$ cat src/rtl/countdown_timer.sv
// -----------------------------------------------------------------------------
// countdown_timer
//
// Programmable countdown timer. It loads a start value on a start request,
// counts down to zero and pulses done for one cycle. At the terminal count it
// either returns to idle (one-shot) or reloads and counts again (auto-reload).
// Pause freezes a running count. Abort drops back to idle without a done
// pulse. A saturating counter reports how many periods have completed since
// the last start.
//
// Parameters
//   WIDTH    : width of the count value (q, load_val)
//   PCNT_W   : width of the completed-period counter (periods)
//
// Ports
//   clk      in  : rising-edge clock
//   rst      in  : synchronous, active-high reset
//   start    in  : start request, only honoured while idle
//   load_val in  : count start value, captured together with start
//   mode     in  : 0 = one-shot, 1 = auto-reload; read at every terminal count
//   pause    in  : holds all state while running
//   abort    in  : forces idle, q cleared, no done pulse
//   q        out : current count value
//   ready    out : high while idle
//   busy     out : high while running (always the inverse of ready)
//   done     out : one-cycle pulse in the cycle q becomes 0
//   periods  out : completed periods since the last start, saturating
// -----------------------------------------------------------------------------
module countdown_timer #(
  parameter int WIDTH  = 5,
  parameter int PCNT_W = 4
) (
  input  logic              clk,
  input  logic              rst,
  input  logic              start,
  input  logic [WIDTH-1:0]  load_val,
  input  logic              mode,
  input  logic              pause,
  input  logic              abort,
  output logic [WIDTH-1:0]  q,
  output logic              ready,
  output logic              busy,
  output logic              done,
  output logic [PCNT_W-1:0] periods
);

  typedef enum logic {
    IDLE = 1'b0,
    RUN  = 1'b1
  } state_t;

  localparam logic [PCNT_W-1:0] PCNT_MAX = '1;
  localparam logic [WIDTH-1:0]  Q_ONE    = WIDTH'(1);

  state_t            state;
  state_t            state_next;
  logic [WIDTH-1:0]  q_next;
  logic [WIDTH-1:0]  reload;
  logic [WIDTH-1:0]  reload_next;
  logic              done_next;
  logic [PCNT_W-1:0] periods_next;
  logic [PCNT_W-1:0] periods_inc;

  // The period counter sticks at all-ones instead of wrapping.
  assign periods_inc = (periods == PCNT_MAX) ? periods : periods + PCNT_W'(1);

  // ready/busy decode straight from the state flop, so they are registered.
  assign ready = (state == IDLE);
  assign busy  = (state == RUN);

  // ---------------------------------------------------------------------------
  // Next-state and next-output logic
  // ---------------------------------------------------------------------------
  always_comb begin
    // NOTE: every signal gets a default before any branch so no path leaves
    // one unassigned; an unassigned path would infer a latch.
    state_next   = state;
    q_next       = q;
    reload_next  = reload;
    periods_next = periods;
    done_next    = 1'b0;

    if (abort) begin
      // Abort wins over pause; periods keeps its value.
      state_next = IDLE;
      q_next     = '0;
    end else begin
      case (state)
        IDLE: begin
          if (start) begin
            state_next  = RUN;
            q_next      = load_val;
            reload_next = load_val;
            if (load_val == '0) begin
              // A zero load reaches its terminal count immediately.
              done_next    = 1'b1;
              periods_next = PCNT_W'(1);
            end else begin
              periods_next = '0;
            end
          end
        end

        RUN: begin
          if (!pause) begin
            if (q != '0) begin
              q_next = q - Q_ONE;
              if (q == Q_ONE) begin
                done_next    = 1'b1;
                periods_next = periods_inc;
              end
            end else if (mode) begin
              // Terminal cycle, auto-reload. A zero reload value lands on
              // zero again, so it completes a period every cycle.
              q_next = reload;
              if (reload == '0) begin
                done_next    = 1'b1;
                periods_next = periods_inc;
              end
            end else begin
              // Terminal cycle, one-shot: q is already 0 and stays there.
              state_next = IDLE;
            end
          end
          // A paused terminal cycle simply waits here; done stays low.
        end

        default: state_next = IDLE;
      endcase
    end
  end

  // ---------------------------------------------------------------------------
  // State and output registers
  // ---------------------------------------------------------------------------
  always_ff @(posedge clk) begin
    // NOTE: non-blocking assignments so every register samples the values
    // from before this edge, independent of statement order.
    if (rst) begin
      state   <= IDLE;
      q       <= '0;
      reload  <= '0;
      done    <= 1'b0;
      periods <= '0;
    end else begin
      state   <= state_next;
      q       <= q_next;
      reload  <= reload_next;
      done    <= done_next;
      periods <= periods_next;
    end
  end

endmodule

$ cat config.mk
export PLATFORM = sky130hd
export DESIGN_NAME = countdown_timer
export DESIGN_NICKNAME = d
export VERILOG_FILES = /design/src/rtl/countdown_timer.sv
export SDC_FILE = /design/constraint.sdc
export NUM_CORES = 1
export LEC_CHECK = 0
export CAP_MARGIN = 20
export CELL_PAD_IN_SITES_DETAIL_PLACEMENT = 1
export CELL_PAD_IN_SITES_GLOBAL_PLACEMENT = 1
export CORE_AREA = 5 5 57 59
export CTS_CLUSTER_DIAMETER = 30
export DETAILED_ROUTE_END_ITERATION = 8
export DIE_AREA = 0 0 62 64
export MAX_ROUTING_LAYER = met4
export PLACE_DENSITY_LB_ADDON = 0.1
export SLEW_MARGIN = 20
export SYNTH_ARGS = -nofsm -noshare
export SYNTH_HDL_FRONTEND = slang
export SYNTH_SLANG_ARGS = --single-unit
$ cat constraint.sdc
create_clock -name clk -period 6.32 [get_ports clk]
set_clock_uncertainty 0.2 [all_clocks]
set_input_delay 0.948 -clock clk [delete_from_list [all_inputs] [get_ports clk]]
set_output_delay 0.948 -clock clk [all_outputs]
set_load 0.01 [all_outputs]
# Word level (Yosys, flattened, before mapping)
# Cells that the tools add are included.
[totals] reg_bits=16 in_bits=11 output_inout_bits=12 wordCells=50
[op_classes] add_sub_neg=2 eq_ne=7 muxes=27 bitwise_logic=2 reduce_logical=7
[ops] cell="4-bit 2-to-1 mux" n=7
[ops] cell="5-bit 2-to-1 mux" n=4
[ops] cell="1-bit 2-to-1 mux" n=12
[ops] cell="5-bit logical NOT" n=2
[ops] cell="5-bit case mux with 2 select lines" n=1
[ops] cell="4-bit case mux with 2 select lines" n=1
[ops] cell="3-bit by 2-bit inequality test with 1-bit output, second input constant" n=2
[ops] cell="3-bit AND reduction" n=2
[ops] cell="6-bit AND reduction" n=1
[ops] cell="5-bit by 1-bit equality test with 1-bit output, second input constant" n=1
[ops] cell="5-bit nonzero test" n=1
[ops] cell="5-bit by 1-bit subtractor with 5-bit output, second input constant" n=1
[ops] cell="4-bit by 1-bit adder with 4-bit output, second input constant" n=1
[ops] cell="4-bit equality test, second input constant" n=1
[ops] cell="2-bit inequality test, second input constant" n=2
[ops] cell="1-bit case mux with 2 select lines" n=2
[ops] cell="3-bit by 1-bit inequality test with 1-bit output, second input constant" n=1
[ops] cell="1-bit inverter" n=2
[ops] cell="2-bit OR reduction" n=1

# Longest topological paths before layout
# Gate-level depths: netlist (run 1).
[logic_depth] ltp_word=7 ltp_mapped=8 mapped_depth_nobuf=7

# Worst setup path after synthesis (run 1)
# Ideal clock, no wire load.
[synth_timing] path_type="in2reg" start="input port start" end="register periods[1]" setup_time_ns=0.120 arrival_ns=2.107 t_required_ns=6.000 path_slack_ns=3.893 path_stages=6 path_buffers=1 path_cell_list="nor2b_1 -> nor2b_1 -> clkbuf_1 -> a21o_1 -> nor2_1 -> a211o_1"
[synth_between] elab_chain_len=2
[synth_lines] element="from (decl)" line="35" source="input logic start,"
[synth_lines] element="2-bit inequality test (no line)"
[synth_lines] element="6-bit AND reduction (no line)"
[synth_lines] element="to (signal assigned)" line="150" source="periods <= periods_next;"
[synth_lines] element="to (decl)" line="44" source="output logic [PCNT_W-1:0] periods"
# No other way between the ends.
# A chain may end at the register's enable or synchronous reset.

# Worst setup path after layout (run 1)
# Same ends and word-level chain as after synthesis.

==> flow_metrics.py, run 1 <==
metrics = {
    "timing": {
        "setup_slack_ps": 3350,
        "drv_slew": 0,
        "setup_viol": 0,
        "finalHoldWorstSlack_ps": 342,
        "period_share_pct": 47.0,
        "hold_violations": 0,
        "tightest_slew_ps": 691,
        "rsz0062_at_grt": "no",
        "setup-tns-final_ps": 0,
        "period_minus_slack_ps": 2970,
        "slew_headroom_pct": 53.9,
        "clock.fmax_ghz": 0.337,
    },
    "drt": {
        "num_vias": 956,
        "viasPerCell": 5.59,
        "drtIter0Drc": 40,
        "wl_met3_um": 115,
        "drc": 0,
        "drt-total-wl_mm": 2.81,
        "route.met2.wl_mm": 1.31,
        "drt_first_pass_iters": 5,
        "maxUsedRoutingLayer": "met4",
        "ant_nets": 0,
        "met1_length_mm": 1.35,
        "wl_per_cell_um": 16.4,
    },
    "critical_path": {
        "cp-end-kind": "flip-flop",
        "cp.arrival_ps": 2960,
        "start_kind": "input pin",
        "cp.required_ps": 6310,
        "cp_max_fo": 8,
        "worstSetupPathType": "input pin to flip-flop",
    },
    "worst_hold_path": {
        "hold_class": "flip-flop to flip-flop",
    },
    "die": {
        "start_util_pct": 35.6,
        "num_rows": 19,
        "die_w_um": 62,
        "die_area_um2": 3970,
        "die_y_um": 64,
        "boundaryPins": 23,
        "core_um2": 2660,
    },
    "place": {
        "post-place-ws_ps": 3080,
        "dp_cells": 167,
        "dp_hpwl_mm": 2.22,
        "port-buffer-count": 22,
        "place.gp.congestion": 0.858,
    },
    "final_layout": {
        "n_antenna_cell": 0,
        "final_common_cell": "clkdlybuf4s50_1",
        "post_route_cells_drive_above_1_share_pct": 5.00,
        "fin_cells": 171,
        "n_fill_cell": 342,
        "final_cell_mix": "clkdlybuf4s50_1 (22), nor2_1 (20), dfxtp_1 (16)",
        "num-nets-final": 156,
        "areaGrowthSynthToFinish_pct": 29.0,
    },
    "logic_synthesis": {
        "syn_nets": 134,
        "avgSynthCellArea_um2": 7.97,
        "netlist_area_um2": 948,
        "synthTopCellsByArea": "dfxtp_1 (34%), nor2_1 (7.9%), ha_1 (5.3%)",
        "ys_ff_latch": 16,
        "ys_types": 38,
        "ys_seq_area_share_pct": 33.8,
        "synthCells": 119,
        "synth_top_area_share_pct": 33.8,
        "synth_top_area_cell": "dfxtp_1",
        "ys_warn_count": 0,
    },
    "run": {
        "cap_viol_max_count": 0,
    },
    "power_and_ir_drop": {
        "max-vdd-ir-drop_uv": 120,
        "p_leak_nw": 0.476,
        "p_per_area_nw_per_um2": 189,
    },
    "clock_tree": {
        "insertion_delay_ps": 290,
        "cts-root-buf": "clkbuf_4",
        "clkSlewWorstSetupHoldPaths_ps": 90,
        "cts_buffers": 3,
        "cts_hold_buf": 0,
        "cts_buffer_depth": 2,
        "postCtsSetupBuffers": 0,
        "cts_resized": 0,
        "cts_tree": "yes",
        "cts_sinks": 16,
        "h-tree-depth": 1,
    },
    "global_routing": {
        "grt_antenna_before_repair": 0,
        "grtUsageTotal_pct": 15.6,
        "grt_max_degree": 14,
        "grt_pass1_wl_mm": 4.51,
        "gr-total-overflow": 0,
        "grt_pass1_vias": 958,
    },
    "outcome": {
        "status": "finished, final reports clean",
    },
}
## where the power goes
part	switching (mW)	leakage, nW	internal, mW
clock	0.0337	0.0210	0.0351
sequential	0.00471	0.130	0.104
combinational	0.0288	0.325	0.0242
total	0.0672	0.476	0.164
## metrics by stage
| stage | total power, mW | area, um^2 | util, % |
|---|---|---|---|
| finish | 0.231 | 1220 | 46.0 |
| global route | 0.246 | 1220 | 46.0 |
| CTS | 0.234 | 1220 | 46.0 |
| detailed placement | 0.164 | 1190 | 44.6 |
| global placement | 0.163 | 1190 | 44.6 |
| floorplan | 0.143 | 948 | - |
## sequential cells by signal (all words and copies together) (netlist names)
register and cells:
periods 4, q 5, busy 1, reload 5, done 1
## synthesized netlist by cell type, drive strengths merged
| cell type | n |
|---|---|
| a211o | 1 |
| a211oi | 4 |
| a21o | 3 |
| a21oi | 4 |
| a22oi | 2 |
| a311oi | 2 |
| a31oi | 2 |
| a41oi | 1 |
| and2 | 1 |
| and3 | 2 |
| buf | 1 |
| clkbuf | 4 |
| clkinv | 1 |
| dfxtp | 16 |
| ha | 4 |
| inv | 6 |
| mux2i | 5 |
| nand2 | 5 |
| nand2b | 1 |
| nand3 | 3 |
| nand4 | 1 |
| nor2 | 20 |
| nor2b | 3 |
| nor3 | 4 |
| nor3b | 1 |
| nor4bb | 1 |
| o211ai | 3 |
| o21a | 1 |
| o21ai | 3 |
| o22a | 1 |
| o22ai | 2 |
| o2bb2ai | 2 |
| or2 | 3 |
| or2b | 1 |
| or3 | 1 |
| or4 | 2 |
| or4b | 1 |
| xnor2 | 1 |
## area by class of cell
type	count	area (um^2)	share of cell area (%)
Clock buffer	4	36.3	2.97
Inverter	7	26.3	2.15
Multi-Input combinational cell	91	582	47.5
Sequential cell	16	320	26.2
Tap cell	31	38.8	3.17
Timing Repair Buffer	22	220	18.0
## per-layer routing
layer,global-route usage [%],vias to the layer above
li1,-,474
met1,19.9,456
met2,23.3,21
met3,3.02,5
met4,6.90,0
met5,-,-
## worst max-delay path, stage by stage
cell             delay, ps
clkdlybuf4s50_1        490
nor2b_1                300
nor2b_1                620
a21o_1                 230
nor2_1                  70
a211o_1                290
## worst paths after layout
path	from	depth (start not counted)	endpoint	slack (ps)
hold / removal	reload[1]$_SDFFE_PP0P_	2	reload[1]$_SDFFE_PP0P_	340
setup reg to reg	q[0]$_SDFFE_PP0P_	7	q[0]$_SDFFE_PP0P_	3800
hold reg to reg	reload[1]$_SDFFE_PP0P_	2	reload[1]$_SDFFE_PP0P_	340
setup / recovery	start	6	periods[1]$_SDFFE_PP0P_	3350
## kinds of logic (layout without fill, tap and decap cells)
family | count (synthesis) | count (layout) | synth area share (%)
xor gates and xnor gates | 1 | 1 | 0.924
DFF | 16 | 16 | 33.8
AOI/OAI and AO/OA | 31 | 31 | 23.1
buffers and inverters | 12 | 33 | 4.88
and+or+nand+nor | 50 | 50 | 26.8
muxes | 5 | 5 | 5.28
adders and majority gates | 4 | 4 | 5.28
(Power assumes the default switching activity.)
==> inputs of run 2 (changes only) <==
- CORE_AREA: 5 5 57 59 -> 5 5 59 61
- DIE_AREA: 0 0 62 64 -> 0 0 64 66
- clock period: 6.32 -> 2.8 ns (I/O delays scaled with it)
==> run 2 against run 1 <==
  * Global-route usage shrank 0.087 points
  * Wire length grew 3.9%
  * Critical endpoint is now q[4]$_SDFFE_PP0P_
  * Non-clock buffer count grew 6
  * Largest cell class unchanged
  * Utilization shrank 2.5 points
  * Worst hold slack lost 11 ps
==> flow_metrics.py, run 2 (same netlist as run 1, synthesis figures left out) <==
metrics = {
    "timing": {
        "hold_violations": 0,
        "tightest_slew_ps": 339,
        "setup_viol": 0,
        "clock.fmax_ghz": 0.417,
        "period_minus_slack_ps": 2400,
        "drv_slew": 0,
        "period_share_pct": 85.5,
        "rsz0062_at_grt": "no",
        "setup_slack_ps": 405,
        "slew_headroom_pct": 77.2,
        "setup-tns-final_ps": 0,
    },
    "drt": {
        "wl_per_cell_um": 16.3,
        "drc": 0,
        "drt-total-wl_mm": 2.92,
        "ant_nets": 0,
        "drt_first_pass_iters": 4,
        "viasPerCell": 5.43,
        "drtIter0Drc": 30,
        "num_vias": 972,
    },
    "die": {
        "boundaryPins": 23,
        "core_um2": 2930,
        "die_area_um2": 4220,
        "start_util_pct": 32.4,
        "die_y_um": 66,
        "num_rows": 20,
        "die_w_um": 64,
    },
    "power_and_ir_drop": {
        "p_leak_nw": 0.506,
        "max-vdd-ir-drop_uv": 183,
        "p_per_area_nw_per_um2": 422,
        "p_total_mw": 0.537,
    },
    "critical_path": {
        "worstSetupPathType": "flip-flop to flip-flop",
        "cp-end-kind": "flip-flop",
        "cp_max_fo": 7,
        "start_kind": "flip-flop",
        "cp.required_ps": 2810,
        "cp.arrival_ps": 2400,
    },
    "global_routing": {
        "grtUsageTotal_pct": 15.5,
        "grt_max_degree": 11,
        "gr-total-overflow": 0,
        "grt_pass1_vias": 1027,
        "grt_pass1_wl_mm": 4.97,
        "grt_antenna_before_repair": 0,
    },
    "final_layout": {
        "post_route_cells_drive_above_1_share_pct": 8.90,
        "areaGrowthSynthToFinish_pct": 34.0,
        "reg_top3": "q: 5 flops, reload: 5 flops, periods: 4 flops",
        "n_antenna_cell": 0,
        "num-nets-final": 162,
        "final_cell_mix": "clkdlybuf4s50_1 (22), nor2_1 (20), dfxtp_1 (16)",
        "final_common_cell": "clkdlybuf4s50_1",
        "n_fill_cell": 371,
    },
    "clock_tree": {
        "cts_resized": 0,
        "cts_sinks": 16,
        "clkSlewWorstSetupHoldPaths_ps": 100,
        "cts_hold_buf": 0,
        "cts_tree": "yes",
        "h-tree-depth": 1,
        "insertion_delay_ps": 300,
        "cts_buffers": 3,
        "cts-root-buf": "clkbuf_4",
        "postCtsSetupBuffers": 0,
        "cts_buffer_depth": 2,
    },
    "place": {
        "place.gp.congestion": 0.826,
        "dp_hpwl_mm": 2.29,
        "port-buffer-count": 22,
        "post-place-ws_ps": 468,
    },
    "outcome": {
        "status": "finished, final reports clean",
    },
    "worst_hold_path": {
        "hold_class": "flip-flop to flip-flop",
    },
    "run": {
        "cap_viol_max_count": 0,
    },
}
## run 2: cell types whose count changed in the layout (fill, tap and decap cells not counted)
cell,change
buf_4,+6
## run 2: area by class of cell
cell class | instances | area [um^2] | share of cell area (%)
multi-input combinational | 91 | 582 | 45.8
inverter | 7 | 26.3 | 2.07
timing repair buffer | 28 | 265 | 20.9
clock buffer | 4 | 36.3 | 2.85
sequential | 16 | 320 | 25.2
tap | 33 | 41.3 | 3.25
## run 2: stage by stage
step	utilization, %	hold WS (ps)	instance area, um^2	std cells
global route	43.4	375	1270	179
finish	43.4	332	1270	179
global placement	42.2	293	1230	175
CTS	43.4	337	1270	179
detailed placement	42.2	300	1230	175
floorplan	-	251	948	119
## run 2: worst max-delay path, cell delays in order, from the launching register on
cell,delay [ps]
dfxtp_1,350
inv_1,120
ha_1,230
or4b_1,500
o21ai_0,270
or2b_1,350
a211oi_1,280
## run 2: final timing paths
check	to	startpoint	cells after the start	slack (ps)
max	q[4]$_SDFFE_PP0P_	q[0]$_SDFFE_PP0P_	6	400
min	reload[1]$_SDFFE_PP0P_	reload[1]$_SDFFE_PP0P_	2	330
max reg2reg	q[4]$_SDFFE_PP0P_	q[0]$_SDFFE_PP0P_	6	400
min reg2reg	reload[1]$_SDFFE_PP0P_	reload[1]$_SDFFE_PP0P_	2	330
## run 2: power by group
group | switching, mW | internal, mW
Combinational | 0.0667 | 0.0620
Sequential | 0.0102 | 0.235
Clock | 0.0832 | 0.0794
## run 2: per-layer routing
metal | wire (um) | vias up | GRT usage [%]
met3 | 151 | 5 | 3.23
met4 | 37 | 0 | 3.90
met5 | 0 | - | -
li1 | - | 485 | -
met1 | 1410 | 461 | 21.0
met2 | 1320 | 21 | 23.5
==> inputs of run 3 (changes only) <==
- GPL_TIMING_DRIVEN: not set -> 0
==> run 3 against run 2 <==
  * Via count grew 0.82%
  * Global-route usage fell by 1.0 points
  * Count of clock-buffer cells in the layout is the same
  * Fmax fell by 8.7%
  * Final area is 2.0% lower
  * Total power down 2.4%
  * Sequential share of layout area up 0.51 points
  * Worst hold slack got worse by 17 ps
  * Sequential power about the same
  * Critical path depth shrank 3
  * Flip-flop and latch count unchanged
  * Critical path type is now flip-flop to primary output
  * Largest cell class unchanged
  * Largest power group unchanged
  * Highest routed layer unchanged
==> flow_metrics.py, run 3 (same netlist as run 1, synthesis figures left out) <==
metrics = {
    "critical_path": {
        "cp_cell_sequence": "clkbuf_1 -> clkinv_1 -> clkdlybuf4s50_1",
        "cp-end-kind": "primary output",
        "critical_path_buf_inv_count": 3,
        "cp.required_ps": 2180,
        "cp_slowest_cell": "clkdlybuf4s50_1",
        "cpPeakStageDelay_ps": 570,
        "start_kind": "flip-flop",
        "cp.arrival_ps": 2000,
        "critical_path.top_delay_family": "buffers and inverters",
        "cp_max_fo": 10,
        "worstSetupPathType": "flip-flop to primary output",
    },
    "clock_tree": {
        "cts_hold_buf": 0,
        "postCtsSetupBuffers": 0,
        "cts-root-buf": "clkbuf_4",
        "h-tree-depth": 1,
        "cts_sinks": 16,
        "cts_buffer_depth": 2,
        "cts_buffers": 3,
        "cts_resized": 0,
        "insertion_delay_ps": 290,
        "cts_tree": "yes",
        "clkSlewWorstSetupHoldPaths_ps": 100,
    },
    "place": {
        "post-place-ws_ps": 73.0,
        "port-buffer-count": 22,
        "dp_cells": 174,
        "place.gp.congestion": 0.812,
        "dp_hpwl_mm": 2.15,
        "placed_area_um2": 1210,
    },
    "power_and_ir_drop": {
        "p_leak_nw": 0.485,
        "p_total_mw": 0.524,
        "max-vdd-ir-drop_uv": 229,
        "p_per_area_nw_per_um2": 420,
    },
    "final_layout": {
        "n_fill_cell": 361,
        "final_cell_mix": "clkdlybuf4s50_1 (22), nor2_1 (20), dfxtp_1 (16)",
        "design_area_um2": 1250,
        "n_antenna_cell": 0,
        "post_route_cells_drive_above_1_share_pct": 5.52,
        "areaGrowthSynthToFinish_pct": 31.4,
        "final_util_pct": 42.6,
        "reg_top3": "q: 5 flops, reload: 5 flops, periods: 4 flops",
        "fin_cells": 178,
        "final_common_cell": "clkdlybuf4s50_1",
        "num-nets-final": 161,
    },
    "die": {
        "die_w_um": 64,
        "core_um2": 2930,
        "start_util_pct": 32.4,
        "num_rows": 20,
        "die_area_um2": 4220,
        "die_y_um": 66,
        "boundaryPins": 23,
    },
    "global_routing": {
        "grt_pass1_vias": 1032,
        "grtUsageTotal_pct": 14.5,
        "grt_max_degree": 11,
        "grt_pass1_wl_mm": 4.71,
        "grt_antenna_before_repair": 0,
        "gr-total-overflow": 0,
    },
    "drt": {
        "drt-total-wl_mm": 2.73,
        "drtIter0Drc": 32,
        "wl_per_cell_um": 15.3,
        "viasPerCell": 5.51,
        "drc": 0,
        "ant_nets": 0,
        "drt_first_pass_iters": 4,
        "num_vias": 980,
    },
    "timing": {
        "slew_headroom_pct": 67.7,
        "finalHoldWorstSlack_ps": 315,
        "setup_viol": 0,
        "setup_slack_ps": 176,
        "drv_slew": 0,
        "period_share_pct": 93.7,
        "clock.fmax_ghz": 0.381,
        "hold_violations": 0,
        "rsz0062_at_grt": "no",
        "tightest_slew_ps": 484,
        "setup-tns-final_ps": 0,
        "period_minus_slack_ps": 2620,
    },
    "outcome": {
        "status": "finished, final reports clean",
    },
    "run": {
        "cap_viol_max_count": 0,
    },
    "worst_hold_path": {
        "hold_class": "flip-flop to flip-flop",
    },
}
[run 3: cell count changes in the layout (fill, tap and decap cells not counted)]
cell,previous run,this run
buf_4,6,0
clkbuf_1,0,4
buf_2,0,1
[run 3: layout make-up]
cell class	count	area, um^2	share of cell area [%]
Buffer	5	20.0	1.61
Clock buffer	4	36.3	2.91
Inverter	7	26.3	2.11
Multi-Input combinational cell	91	582	46.7
Sequential cell	16	320	25.7
Tap cell	33	41.3	3.31
Timing Repair Buffer	22	220	17.7
[run 3: layer usage]
layer  track usage, %  vias up  part of all wire (%)
met5                -        -                     0
met4             4.68        0                  0.77
met3             3.06        2                   4.7
met2             24.1       18                    48
met1             17.4      472                    47
li1                 -      488                     -
[run 3: path summary, 6_finish.rpt]
| check | endpoint | cells past startpoint | startpoint | slack (ps) |
|---|---|---|---|---|
| setup reg to reg | periods[0]$_SDFFE_PP0P_ | 8 | q[0]$_SDFFE_PP0P_ | 330 |
| hold / removal | reload[4]$_SDFFE_PP0P_ | 2 | reload[4]$_SDFFE_PP0P_ | 310 |
| hold reg to reg | reload[4]$_SDFFE_PP0P_ | 2 | reload[4]$_SDFFE_PP0P_ | 310 |
| setup / recovery | ready | 3 | busy$_SDFF_PP0_ | 180 |
[run 3: worst reg2reg max path: stages (launching register included)]
cell,delay (ps)
dfxtp_1,360
inv_1,140
ha_1,250
or4b_1,440
buf_2,190
o21a_1,220
a21o_1,220
o22a_1,210
a31oi_1,180
[run 3: power breakdown]
part | internal [mW] | leakage, nW | total (mW) | switching, mW
sequential | 0.235 | 0.130 | 0.244 | 0.00890
combinational | 0.0569 | 0.334 | 0.122 | 0.0649
clock | 0.0791 | 0.0210 | 0.158 | 0.0787
